$ cat src/rtl/game_sequencer_pkg.sv
// Shared state encoding, default parameters and digit helpers for the
// guessing-game sequencer.
package game_pkg;

   typedef enum logic [2:0] {
      ST_IDLE  = 3'd0,
      ST_LOAD  = 3'd1,
      ST_GUESS = 3'd2,
      ST_PULSE = 3'd3,
      ST_CHECK = 3'd4,
      ST_WIN   = 3'd5,
      ST_LOSE  = 3'd6
   } state_t;

   localparam logic [3:0]  MAX_ROUNDS_DEF = 4'd9;
   localparam logic [2:0]  MAX_MISSES_DEF = 3'd5;
   localparam logic [15:0] LFSR_SEED_DEF  = 16'hACE1;
   // x^16 + x^14 + x^13 + x^11 + 1 -> bits 15, 13, 12, 10
   localparam logic [15:0] LFSR_TAPS      = 16'hB400;

   function automatic logic [3:0] nibble_to_bcd(input logic [3:0] n);
      return (n < 4'd10) ? n : (n - 4'd6);
   endfunction

   function automatic logic [1:0] lock_digits(input logic [1:0] sel);
      return (sel == 2'd0) ? 2'd1 : sel;
   endfunction

endpackage

$ cat src/rtl/game_sequencer_lfsr.sv
// Free-running 16-bit Fibonacci LFSR whose low three nibbles are folded
// into BCD digits for the answer.
module answer_lfsr
   import game_pkg::*;
#(
   parameter logic [15:0] SEED = LFSR_SEED_DEF
) (
   input  logic       clk,
   input  logic       rst_n,
   output logic [3:0] o_digit0,
   output logic [3:0] o_digit1,
   output logic [3:0] o_digit2
);

   logic [15:0] r_lfsr;
   logic        w_fb;
   logic [15:0] w_next;

   assign w_fb   = ^(r_lfsr & LFSR_TAPS);
   assign w_next = {r_lfsr[14:0], w_fb};

   always_ff @(posedge clk or negedge rst_n) begin
      if (!rst_n) begin
         r_lfsr <= SEED;
      end else if (w_next == 16'd0) begin
         // only reachable from a zero seed; kick the register out of lock-up
         r_lfsr <= 16'h0001;
      end else begin
         r_lfsr <= w_next;
      end
   end

   assign o_digit0 = nibble_to_bcd(r_lfsr[3:0]);
   assign o_digit1 = nibble_to_bcd(r_lfsr[7:4]);
   assign o_digit2 = nibble_to_bcd(r_lfsr[11:8]);

endmodule

$ cat src/rtl/game_sequencer.sv
// Guessing-game sequencer: button edge detect, game FSM and registered
// outputs that drive an external hint/compare block.
//  state | meaning
//  IDLE  | waiting for start, hint block held in clear
//  LOAD  | latch answer digits and the round reference
//  GUESS | waiting for a confirm press
//  PULSE | one-cycle confirm strobe to the hint block
//  CHECK | evaluate round / miss counts returned by the hint block
//  WIN   | all rounds won, waiting for start
//  LOSE  | out of lives, waiting for start
module game_sequencer
   import game_pkg::*;
#(
   parameter logic [3:0]  MAX_ROUNDS = MAX_ROUNDS_DEF,
   parameter logic [2:0]  MAX_MISSES = MAX_MISSES_DEF,
   parameter logic [15:0] LFSR_SEED  = LFSR_SEED_DEF
) (
   input  logic       clk,
   input  logic       restart,
   input  logic       start_btn,
   input  logic       confirm_btn,
   input  logic [1:0] diff_sel,
   input  logic [3:0] round,
   input  logic [2:0] incorrect_guess,
   output logic [1:0] Max_digit,
   output logic [3:0] answer0,
   output logic [3:0] answer1,
   output logic [3:0] answer2,
   output logic       confirm_pulse,
   output logic       hint_restart_n,
   output logic [2:0] state,
   output logic [2:0] lives_left,
   output logic       win,
   output logic       game_over
);

   state_t     r_state;
   state_t     w_next;
   logic       r_start_q;
   logic       r_start_prev;
   logic       r_confirm_q;
   logic       r_confirm_prev;
   logic       w_start_edge;
   logic       w_confirm_edge;
   logic       w_round_moved;
   logic [3:0] w_dig0;
   logic [3:0] w_dig1;
   logic [3:0] w_dig2;
   logic [3:0] r_round_q;
   logic [1:0] r_max_digit;
   logic [3:0] r_answer0;
   logic [3:0] r_answer1;
   logic [3:0] r_answer2;
   logic       r_confirm_pulse;
   logic       r_hint_restart_n;
   logic       r_win;
   logic       r_game_over;

   answer_lfsr #(.SEED(LFSR_SEED)) u_lfsr (
      .clk      (clk),
      .rst_n    (restart),
      .o_digit0 (w_dig0),
      .o_digit1 (w_dig1),
      .o_digit2 (w_dig2)
   );

   always_ff @(posedge clk or negedge restart) begin
      if (!restart) begin
         r_start_q      <= 1'b0;
         r_start_prev   <= 1'b0;
         r_confirm_q    <= 1'b0;
         r_confirm_prev <= 1'b0;
      end else begin
         r_start_q      <= start_btn;
         r_start_prev   <= r_start_q;
         r_confirm_q    <= confirm_btn;
         r_confirm_prev <= r_confirm_q;
      end
   end

   assign w_start_edge   = r_start_q & ~r_start_prev;
   assign w_confirm_edge = r_confirm_q & ~r_confirm_prev;
   assign w_round_moved  = (round != r_round_q);

   always_ff @(posedge clk or negedge restart) begin
      if (!restart) begin
         r_state <= ST_IDLE;
      end else begin
         r_state <= w_next;
      end
   end

   always_comb begin
      w_next = r_state;
      case (r_state)
         ST_IDLE:  if (w_start_edge) w_next = ST_LOAD;
         ST_LOAD:  w_next = ST_GUESS;
         ST_GUESS: if (w_confirm_edge) w_next = ST_PULSE;
         ST_PULSE: w_next = ST_CHECK;
         ST_CHECK: begin
            if (w_round_moved && (round > MAX_ROUNDS)) w_next = ST_WIN;
            else if (w_round_moved)                    w_next = ST_LOAD;
            else if (incorrect_guess >= MAX_MISSES)    w_next = ST_LOSE;
            else                                       w_next = ST_GUESS;
         end
         ST_WIN:   if (w_start_edge) w_next = ST_IDLE;
         ST_LOSE:  if (w_start_edge) w_next = ST_IDLE;
         default:  w_next = ST_IDLE;
      endcase
   end

   // Outputs decode the next state so they change on the same edge as state.
   always_ff @(posedge clk or negedge restart) begin
      if (!restart) begin
         r_max_digit      <= 2'd0;
         r_answer0        <= 4'd0;
         r_answer1        <= 4'd0;
         r_answer2        <= 4'd0;
         r_round_q        <= 4'd0;
         r_confirm_pulse  <= 1'b0;
         r_hint_restart_n <= 1'b0;
         r_win            <= 1'b0;
         r_game_over      <= 1'b0;
      end else begin
         r_confirm_pulse  <= (w_next == ST_PULSE);
         r_win            <= (w_next == ST_WIN);
         r_game_over      <= (w_next == ST_WIN) || (w_next == ST_LOSE);
         r_hint_restart_n <= (w_next != ST_IDLE);

         if (w_next == ST_IDLE)       r_max_digit <= 2'd0;
         else if (r_state == ST_IDLE) r_max_digit <= lock_digits(diff_sel);

         if (r_state == ST_LOAD) begin
            r_round_q <= round;
            r_answer0 <= w_dig0;
            r_answer1 <= (r_max_digit >= 2'd2) ? w_dig1 : 4'd0;
            r_answer2 <= (r_max_digit == 2'd3) ? w_dig2 : 4'd0;
         end
      end
   end

   assign lives_left     = (incorrect_guess >= MAX_MISSES) ? 3'd0 : (MAX_MISSES - incorrect_guess);
   assign state          = r_state;
   assign Max_digit      = r_max_digit;
   assign answer0        = r_answer0;
   assign answer1        = r_answer1;
   assign answer2        = r_answer2;
   assign confirm_pulse  = r_confirm_pulse;
   assign hint_restart_n = r_hint_restart_n;
   assign win            = r_win;
   assign game_over      = r_game_over;

endmodule

$ cat config.mk
export PLATFORM = sky130hd
export DESIGN_NAME = game_sequencer
export DESIGN_NICKNAME = d
export VERILOG_FILES = /design/src/rtl/game_sequencer_pkg.sv /design/src/rtl/game_sequencer_lfsr.sv /design/src/rtl/game_sequencer.sv
export SDC_FILE = /design/constraint.sdc
export NUM_CORES = 1
export LEC_CHECK = 0
export CAP_MARGIN = 20
export CORE_MARGIN = 3
export CORE_UTILIZATION = 40
export DETAILED_ROUTE_END_ITERATION = 7
export PLACE_DENSITY = 0.7
export SYNTH_ARGS = -nofsm -noshare
export SYNTH_HDL_FRONTEND = slang
export SYNTH_SLANG_ARGS = --single-unit
$ cat constraint.sdc
create_clock -name clk -period 1.9 [get_ports clk]
set_clock_uncertainty 0.1 [all_clocks]
set_input_delay 0.285 -clock clk [delete_from_list [all_inputs] [get_ports clk]]
set_output_delay 0.285 -clock clk [all_outputs]
set_load 0.02 [all_outputs]
==> flow_summary.ini <==
[floorplanning]
start_util_pct = 41.76
core_area_um2 = 4755
die_x_um = 76.46
io_pins = 37
dieArea_um2 = 5845
die_h_um = 76.46
row_count = 25

[global_routing]
grtUsageTotal_pct = 12.86
grt_pass1_vias = 1308
grt_overflow_total = 0
grt_max_degree = 46
grt_pass1_wl_mm = 6.058
antenna_found_initial = 0

[sta]
period_minus_slack_ps = 1837
slew_viol_final = 0
fin_crit_sh_pct = 96.67
rsz0062_at_grt = false
tightest_slew_ps = 556.1
timing.fmax_mhz = 544.4
hold_viol = 0
setup_viol = 0
slew-limit-headroom_pct = 62.92

[layout]
fin_area_um2 = 2496
syn_to_final_growth_pct = 25.71
layout-drive-gt1-share_pct = 16.28
final_nets = 233
antenna_cells = 0

[routing]
drt_first_pass_iters = 4
viasPerCell = 4.759
drt_iter0_drc = 69
vias = 1342
drc_errors = 0
ant_nets = 0
wl_per_cell_um = 12.05
totalWireLength_mm = 3.399

[worst_setup_path]
end_kind = output port
cp_data_required_time_ps = 1510
startpoint = state[0]$_DFF_PN0_
cp_slowest_cell = clkdlybuf4s50_1
slowest_delay_ps = 660
path_max_fanout = 7
startpoint_type = register
critPathKind = reg -> out
path_delay_family = buffers and inverters
crit_buf_inv = 1
r2r-start = state[0]$_DFF_PN0_
arrival_ps = 1450
crit_chain = clkdlybuf4s50_1

[cts]
h-tree-depth = 2
clk_pin_slew_ps = 80
cts.sinks = 45
cts_tree = done
insertion_delay_ps = 290
cts_buffer_depth = 2
cts_setup_buffers = 0
cts_buffers = 5
cts_root_buf = clkbuf_8

[worst_hold_path]
hold_start = r_confirm_q$_DFF_PN0_
hp-class = reg -> reg

[outcome]
outcome = finished clean

[yosys]
synth-seq-cells = 45
synth_seq_area_share_pct = 57.21
synth.largest_area_cell = dfrtp_1
syn_area_um2 = 1986
ys_top_cells_by_area = dfrtp_1 (47%), dfstp_2 (11%), ha_1 (3.8%), mux2_2 (3.4%), o21ai_0 (3.0%)
synth_cell_types = 42
syn_nets = 197
synth.avg_cell_area_um2 = 11.16
synth.top_cell.area_share_pct = 46.63
postSynthCellCount = 178
yosys_warnings = 0

[power]
powerDensity_nw_per_um2 = 1158
p_leak_uw = 0.001093
power.total_uw = 2890
ir_drop_mv = 0.5286

[placed_design]
place_congestion = 0.8024
placed_cell_area_um2 = 2405
port_buffers = 36
hpwl_mm = 2.446

[job]
drv_cap = 0
## report_power, final
group / switching (uW) / total, uW / internal [uW]
Sequential: 141 / 1290 / 1150
Clock: 306 / 561 / 255
Combinational: 513 / 1040 / 528
## cell usage after synthesis
master,number
a32o_1,2
nand2_1,16
maj3_1,1
o31ai_1,2
dfstp_2,8
o2111ai_1,1
buf_6,3
o21ai_0,12
mux2_2,6
inv_1,8
a31o_2,1
a22o_1,1
nor2_1,12
nand3b_1,1
clkbuf_1,12
a21oi_1,5
mux2i_1,2
dfrtp_1,37
xor2_1,5
nand2b_1,3
o41ai_2,1
ha_1,6
nor2b_1,5
o21a_1,2
a32oi_1,2
nand3_1,3
and2_1,1
buf_1,1
buf_2,1
nor4b_1,1
nor4_1,3
nor3b_1,1
a311o_1,1
nor4_2,1
and4_1,1
inv_4,1
o211ai_1,1
nor3_1,1
xnor2_1,3
nand4_1,1
a31oi_1,1
or3_1,2
## cells by family after synthesis
logic type / share of synthesized area [%]
AND/OR/NAND/NOR: 13.30
flip-flops: 57.21
AO/OA/AOI/OAI: 11.03
buffers and inverters: 6.238
XOR/XNOR: 3.529
multiplexers: 4.411
adder cells (fa/ha/maj): 4.285
## layout by cell type (no fill, tap or decap), types with 6 or more instances in the layout
| cell type | count |
|---|---|
| dfrtp_1 | 37 |
| clkdlybuf4s50_1 | 31 |
| nand2_1 | 16 |
| o21ai_0 | 12 |
| nor2_1 | 12 |
| buf_4 | 9 |
| inv_1 | 8 |
| dfstp_2 | 8 |
| mux2_2 | 6 |
| ha_1 | 6 |
## sequential cells by signal (all words and copies together), names as in the netlist
name	count
answer2	4
hint_restart_n	1
state	3
r_confirm_q	1
answer1	4
r_round_q	4
game_over	1
win	1
answer0	4
r_start_q	1
Max_digit	2
r_confirm_prev	1
confirm_pulse	1
r_start_prev	1
u_lfsr.r_lfsr	16
## per-layer routing
| layer | routed length (um) | track usage, % |
|---|---|---|
| met4 | 63 | 5.435 |
| met1 | 1701 | 17.06 |
| met5 | 0 | 0 |
| met3 | 161 | 3.901 |
| met2 | 1473 | 19.51 |
## final timing paths
kind | to | slack, ps | depth (start not counted)
hold reg to reg | r_confirm_prev$_DFF_PN0_ | 290 | 0
hold / removal | r_confirm_prev$_DFF_PN0_ | 290 | 0
setup / recovery | state[0] | 60 | 1
max in group asynchronous | r_round_q[3]$_DFFE_PN0P_ | 810 | 3
setup reg to reg | answer2[2]$_DFFE_PN0P_ | 220 | 4
min in group asynchronous | answer1[3]$_DFFE_PN0P_ | 500 | 3
## worst reg2reg max path: cells and delay by family, from the launching register on
family	cells	cell delay, ps
AO/OA/AOI/OAI	1	350
buffers and inverters	2	300
flip-flops	1	500
AND/OR/NAND/NOR	1	340
## area by class of cell
cell class | instances | area, um2
well taps | 67 | 83.83
fillers | 438 | 2258
flip-flops and latches | 45 | 1136
repair buffers | 46 | 431.7
clock inverters | 2 | 10.01
clock buffers | 6 | 72.57
inverters | 9 | 36.28
multi-input cells | 107 | 725.7
## what timing repair did
item	4_1_cts	5_1_grt
setup endpoints to repair	3	1
cloned	0	0
endpoints found under the hold margin	37	0
hold buffers	1	0
gates resized for setup	3	1
pin swaps	0	0
## per-stage QoR
| stage | std cells | TNS, ps | setup slack [ps] | utilization (%) | hold WS [ps] |
|---|---|---|---|---|---|
| floorplan | 178 | 0 | 142.2 | - | -110.6 |
| global placement | 273 | -22.44 | -22.44 | 50.58 | 268.8 |
| detailed placement | 273 | -94.33 | -47.34 | 50.58 | 283.1 |
| CTS | 282 | 0 | 37.07 | 52.45 | 299.4 |
| global route | 282 | 0 | 6.499 | 52.50 | 308.7 |
| finish | 282 | 0 | 63.27 | 52.50 | 291.9 |
(Power assumes the default switching activity.)
